## src/rtl/dds_pipe_reg.sv

```systemverilog
// Clock-enabled WIDTH x DEPTH delay pipe with valid tracking, flush and occupancy.
// Define RESET_DATA_EN to make CLRbar also clear the data stages.
module dds_pipe_reg #(
  parameter  int WIDTH = 8,
  parameter  int DEPTH = 4,
  localparam int OCC_W = $clog2(DEPTH + 1)
) (
  input  logic             CLK,
  input  logic             CLRbar,
  input  logic             CE,
  input  logic             FLUSH,
  input  logic [WIDTH-1:0] D_IN,
  input  logic             D_VALID,
  output logic [WIDTH-1:0] Q,
  output logic             Q_VALID,
  output logic [OCC_W-1:0] OCC
);

  logic [WIDTH-1:0] r_stg [DEPTH];
  logic [DEPTH-1:0] r_vld;
  logic [OCC_W-1:0] r_occ;
  logic             w_shift;
  logic [OCC_W-1:0] w_occ_nxt;

  assign w_shift   = CE & ~FLUSH;
  assign w_occ_nxt = r_occ + OCC_W'(D_VALID)
                   - OCC_W'(r_vld[DEPTH-1]);

  always_ff @(posedge CLK or posedge CLRbar) begin
    if (CLRbar) begin
      r_vld <= '0;
      r_occ <= '0;
    end else if (FLUSH) begin
      r_vld <= '0;
      r_occ <= '0;
    end else if (CE) begin
      r_vld <= (r_vld << 1) | DEPTH'(D_VALID);
      r_occ <= w_occ_nxt;
    end
  end

`ifdef RESET_DATA_EN
  always_ff @(posedge CLK or posedge CLRbar) begin
    if (CLRbar) begin
      for (int i = 0; i < DEPTH; i++)
        r_stg[i] <= '0;
    end else if (w_shift) begin
      r_stg[0] <= D_IN;
      for (int i = 1; i < DEPTH; i++)
        r_stg[i] <= r_stg[i-1];
    end
  end
`else
  // No reset on data; hold while CLRbar is high so Q keeps its last word
  always_ff @(posedge CLK) begin
    if (w_shift && !CLRbar) begin
      r_stg[0] <= D_IN;
      for (int i = 1; i < DEPTH; i++)
        r_stg[i] <= r_stg[i-1];
    end
  end
`endif

  assign Q       = r_stg[DEPTH-1];
  assign Q_VALID = r_vld[DEPTH-1];
  assign OCC     = r_occ;

endmodule

```

## config.mk

```make
export PLATFORM = sky130hd
export DESIGN_NAME = dds_pipe_reg
export DESIGN_NICKNAME = d
export VERILOG_FILES = /design/src/rtl/dds_pipe_reg.sv
export SDC_FILE = /design/constraint.sdc
export NUM_CORES = 1
export LEC_CHECK = 0
export BUFFER_PORTS_ARGS = -buffer_cell sky130_fd_sc_hd__buf_2
export CORE_MARGIN = 4
export CORE_UTILIZATION = 38
export CTS_CLUSTER_DIAMETER = 50
export DETAILED_ROUTE_END_ITERATION = 12
export SKIP_CTS_REPAIR_TIMING = 1
export SLEW_MARGIN = 30
export SYNTH_ARGS = -nofsm -noshare
export SYNTH_HDL_FRONTEND = slang
export SYNTH_SLANG_ARGS = --single-unit
export TNS_END_PERCENT = 100
```

## constraint.sdc

```tcl
create_clock -name CLK -period 4.1 [get_ports CLK]
set_input_delay 0.205 -clock CLK [delete_from_list [all_inputs] [get_ports CLK]]
set_output_delay 0.205 -clock CLK [all_outputs]
set_load 0.03 [all_outputs]
```

== Word level (Yosys, flattened, before mapping) ==
Memory sizes are Yosys's and may differ from the RTL's.
Cells that the tools add are included.
Word-level totals
  input port bits: 13
  memory bits (read-only): 0
  register bits after elaboration: 7
  memory bits (writable): 32
  word-level logic and storage cells: 17
  memories: 1
  output and inout bits: 12
  latch bits: 0
Memory list
  r_stg: words 4, width 8, read ports 4, clocked after Yosys merged registers in 0, wr ports 4, RTL line 19  | logic [WIDTH-1:0] r_stg [DEPTH];
Operators by class
  $add $sub $neg: 2
  equal/unequal tests: 0
  shift-type cells: 0
  multipliers: 0
  bitwise operators: 3
  $lt $le $gt $ge: 0
  multiplexer cells: 6
  divide/modulo/power cells: 0
  reduce and logical (&&, ||, !) cells: 3
Operators with widths (count)
  $mux W4: 2
  $mux W3: 2
  $or A4 B1 Y4: 1
  $add A3 B1 Y3: 1
  $sub A3 B1 Y3: 1
  $mux W1: 2
  $reduce_bool A2 Y1: 1
  $and A1 B1 Y1: 1
  $logic_and A1 B1 Y1: 1
  $logic_not A1 Y1: 1
  $not A1 Y1: 1

== Depth between registers and ports, before layout ==
  depth after elaboration: 5
  mapped depth: 9
  mapped depth without buffers: 9

== Worst setup path before layout ==
OpenSTA, ideal clock, no wires.
  kind: input to register
  from: input port CE
  to: memory r_stg[0][0], enable pin
  library setup time: 0.468 ns
  arrival: 2.776 ns
  data required time: 3.632 ns
  path slack: 0.857 ns
  stages: 2
  buffers on the path: 1
  cell sequence: buf_4 > nor3b_1
RTL lines
  from (decl): RTL line 10  | input logic CE,
  to (decl): RTL line 19

== Final worst setup path ==
  from: register r_vld[3]
  to: register r_occ[2], in the netlist OCC[2]
Between the ends
  word-level cells in the longest chain between the ends: 3
Ends and longest elaborated chain
  from (decl): RTL line 20  | logic [DEPTH-1:0] r_vld;
  from (signal assigned): RTL line 37  | r_vld <= (r_vld << 1) | DEPTH'(D_VALID);
  $sub A3 B1 Y3: RTL line 27  | - OCC_W'(r_vld[DEPTH-1]);
  $mux W3: RTL line 36  | end else if (CE) begin
  $mux W3: RTL line 33  | end else if (FLUSH) begin
  to (signal assigned): RTL line 38  | r_occ <= w_occ_nxt;
  to (decl): RTL line 21  | logic [OCC_W-1:0] r_occ;
No other way between the ends. The select of a mux whose other input is x is not followed.
A chain may end at the register's enable or synchronous reset.

==> run summary <==
Iteration-0 DRC Markers - 12
post-synthesis adder-cell area fraction - 3.374%
clk slew on worst S/H paths - 0.11 ns
Die Y - 67.27 um
Synth Area in XOR/XNOR - 0.6560%
n_diodes - 0
max-slew violations - 0
Global Route Usage Sum - 7.953%
clock latency at the later pin of the worst-skew pair - 0.33 ns
area share of and/or/nand/nor cells after synthesis - 2.999%
final net count - 113
layout cells sized above 1 - 33.67%
Critical Path Sink Type - flop
Worst slew margin - 75.40%
CP Launch Type - flop
antenna violations before repair - 0
Synth Warn # - 0
First-pass DRT Iterations - 4
grt ovf - 0
Wirelength per Cell - 10.69 um
initial core utilization - 39.69%
Max stage delay cell, worst path - dfrtp_1
worst hold slack - 0.04270 ns
status - complete, no violations
CP Buf/Inv Count - 2
Residual DRC - 0
IO Pins - 25
Hold Path Stages - 1
Post-Syn Nets - 82
CP max stage delay - 0.42 ns
RSZ-0062 raised after global routing - false
CTS Root Cell - clkbuf_4
Fin. Hold Viols - 0
clock skew - 0.004156 ns
post-synthesis compound-gate area fraction - 1.593%
Worst Path Required - 4.33 ns
clk buf depth - 2
Final GP Congestion - 0.6881
Cell Area, Synth - 1335 um^2
Post-Syn Instances - 66
reg2reg end - OCC[2]
multiplexer area fraction after synthesis - 3.749%
post-DP HPWL - 1026 um
H-tree depth - 2
Max Cap Viol - 0
Fillers - 316
Crit path depth - 8
actual slew at the worst max-slew pin - 0.3689 ns
Core Box Area - 3363 um^2
r2r setup slk - 2.23 ns
Peak Freq - 0.5348 GHz
global-route wire length before repair - 2504 um
P&R area growth vs syn - 17.62%
CTS Sinks - 39
HP Start - D_IN[7]
Distinct cells, synth - 15
Die Wd - 67.27 um
hold crit path type - in2reg
Pleak - 0.6255 nW
maximum VDD drop - 0.0002229 V
Detail Route Antenna Nets - 0
die area - 4525 um^2
Tcrit/Tclk final - 45.60%
Finish-stage setup viols - 0
Rows - 21
crit path time final - 1.870 ns
sequential share of the synthesized area - 85.10%
Inserted Clock Buffers - 5
post-route setup TNS - 0 ns
Cell Pwr Density - 424.3 nW/um^2
FF+latch count, synth - 39
Avg Cell Area, Syn - 20.23 um^2
largest net degree at the start of global routing - 33
CP top delay family - adder cells
top fanout value on the critical path - 3
crit path kind - reg2reg
worst reg2reg path depth - 8
PortBufs - 24
total number of vias - 602
vias in the first global route - 576
CTS tree - yes
worst r2r src - r_vld[3]
critical-path cell list - ha_1 -> inv_1 -> ha_1 -> inv_1 -> fa_1 -> xor2_1 -> a21oi_1 -> a31o_1
Critical Path AT - 2.10 ns
vias per cell - 4.181
largest family of logic cells by synthesized area - multiplexers
drt total wl - 1540 um
WHS Endpoint - r_stg[0][7]
metal layers:
layer	up-vias	share of wire (%)	GRT usage [%]
met2	21	46	11.53
met5	-	0	0
met3	2	9.7	5.491
met4	0	0.45	3.797
met1	276	44	8.872
li1	303	-	-
how the worst max path moves through the flow:
| stage | slack (ns) | startpoint | to |
|---|---|---|---|
| 5_1_grt | 2.16 | r_vld[3] | OCC[2] |
| 3_3_place_gp | 2.30 | r_vld[3] | OCC[2] |
| 3_5_place_dp | 2.24 | r_vld[3] | OCC[2] |
| 6_report | 2.23 | r_vld[3] | OCC[2] |
| 2_1_floorplan | 0.86 | CE | r_stg[0][0] |
| 4_1_cts | 2.23 | r_vld[3] | OCC[2] |
layout by cell type (no fill, tap or decap), drive strengths merged:
cell type and instances:
nor2 7, mux2i 5, fa 1, dfrtp 7, dlygate4sd3 1, ha 2
xor2 1, a21oi 1, buf 25, clkinvlp 1, nand2b 1, nor3b 1
a211oi 1, edfxtp 32, inv 4, clkinv 1, a31o 1, clkbuf 6
power by group:
group          switching [W]  leakage (nW)  internal (W)
logic              0.0000245         0.208     0.0000146
clock network       0.000118        0.0282     0.0000662
registers         0.00000445         0.389      0.000439
total               0.000147         0.625      0.000520
registers in the layout (all words and copies together) (netlist names):
signal and cells:
r_stg 32, r_vld 4, OCC 3
worst reg2reg max path, cell delays in order (launching register included):
cell	delay, ns
dfrtp_1	0.42
ha_1	0.29
inv_1	0.06
ha_1	0.13
inv_1	0.05
fa_1	0.37
xor2_1	0.19
a21oi_1	0.09
a31o_1	0.19
cells by family (layout without fill, tap and decap cells):
kind of cell | Yosys count | in the layout
DFF | 39 | 39
and+or+nand+nor | 9 | 9
buffers and inverters | 6 | 38
muxes | 5 | 5
adders and majority gates | 3 | 3
AOI/OAI and AO/OA | 3 | 3
xor gates and xnor gates | 1 | 1
stage by stage:
step / setup slack [ns] / instance area (um^2) / utilization (%) / std cells / total power, W
final: 2.230 / 1570 / 46.69 / 144 / 0.0006663
after global routing: 2.155 / 1570 / 46.69 / 144 / 0.0006996
after floorplan: 0.8566 / 1335 / - / 66 / 0.0004787
after global placement: 2.298 / 1506 / 44.79 / 135 / 0.0004891
after CTS: 2.229 / 1560 / 46.39 / 143 / 0.0006754
after detailed placement: 2.244 / 1506 / 44.79 / 135 / 0.0004916
final cells by class:
| type | instances | area [um^2] | share of cell area, % |
|---|---|---|---|
| Sequential cell | 39 | 1136 | 72.35 |
| Multi-Input combinational cell | 21 | 170.2 | 10.84 |
| Timing Repair Buffer | 26 | 137.6 | 8.765 |
| Tap cell | 46 | 57.56 | 3.665 |
| Clock buffer | 6 | 41.29 | 2.629 |
| Inverter | 4 | 15.01 | 0.9562 |
| Clock inverter | 2 | 12.51 | 0.7968 |
Yosys cell counts (all sizes together):
| master | number | share of area, % |
|---|---|---|
| fa | 1 | 1.5 |
| edfxtp | 32 | 72 |
| nand2b | 1 | 0.47 |
| buf | 2 | 1.4 |
| mux2i | 5 | 3.7 |
| inv | 4 | 1.1 |
| nor2 | 7 | 2.0 |
| a21oi | 1 | 0.37 |
| ha | 2 | 1.9 |
| xor2 | 1 | 0.66 |
| a31o | 1 | 0.66 |
| a211oi | 1 | 0.56 |
| dfrtp | 7 | 13 |
| nor3b | 1 | 0.56 |
Power figures use the tool's default switching activity.
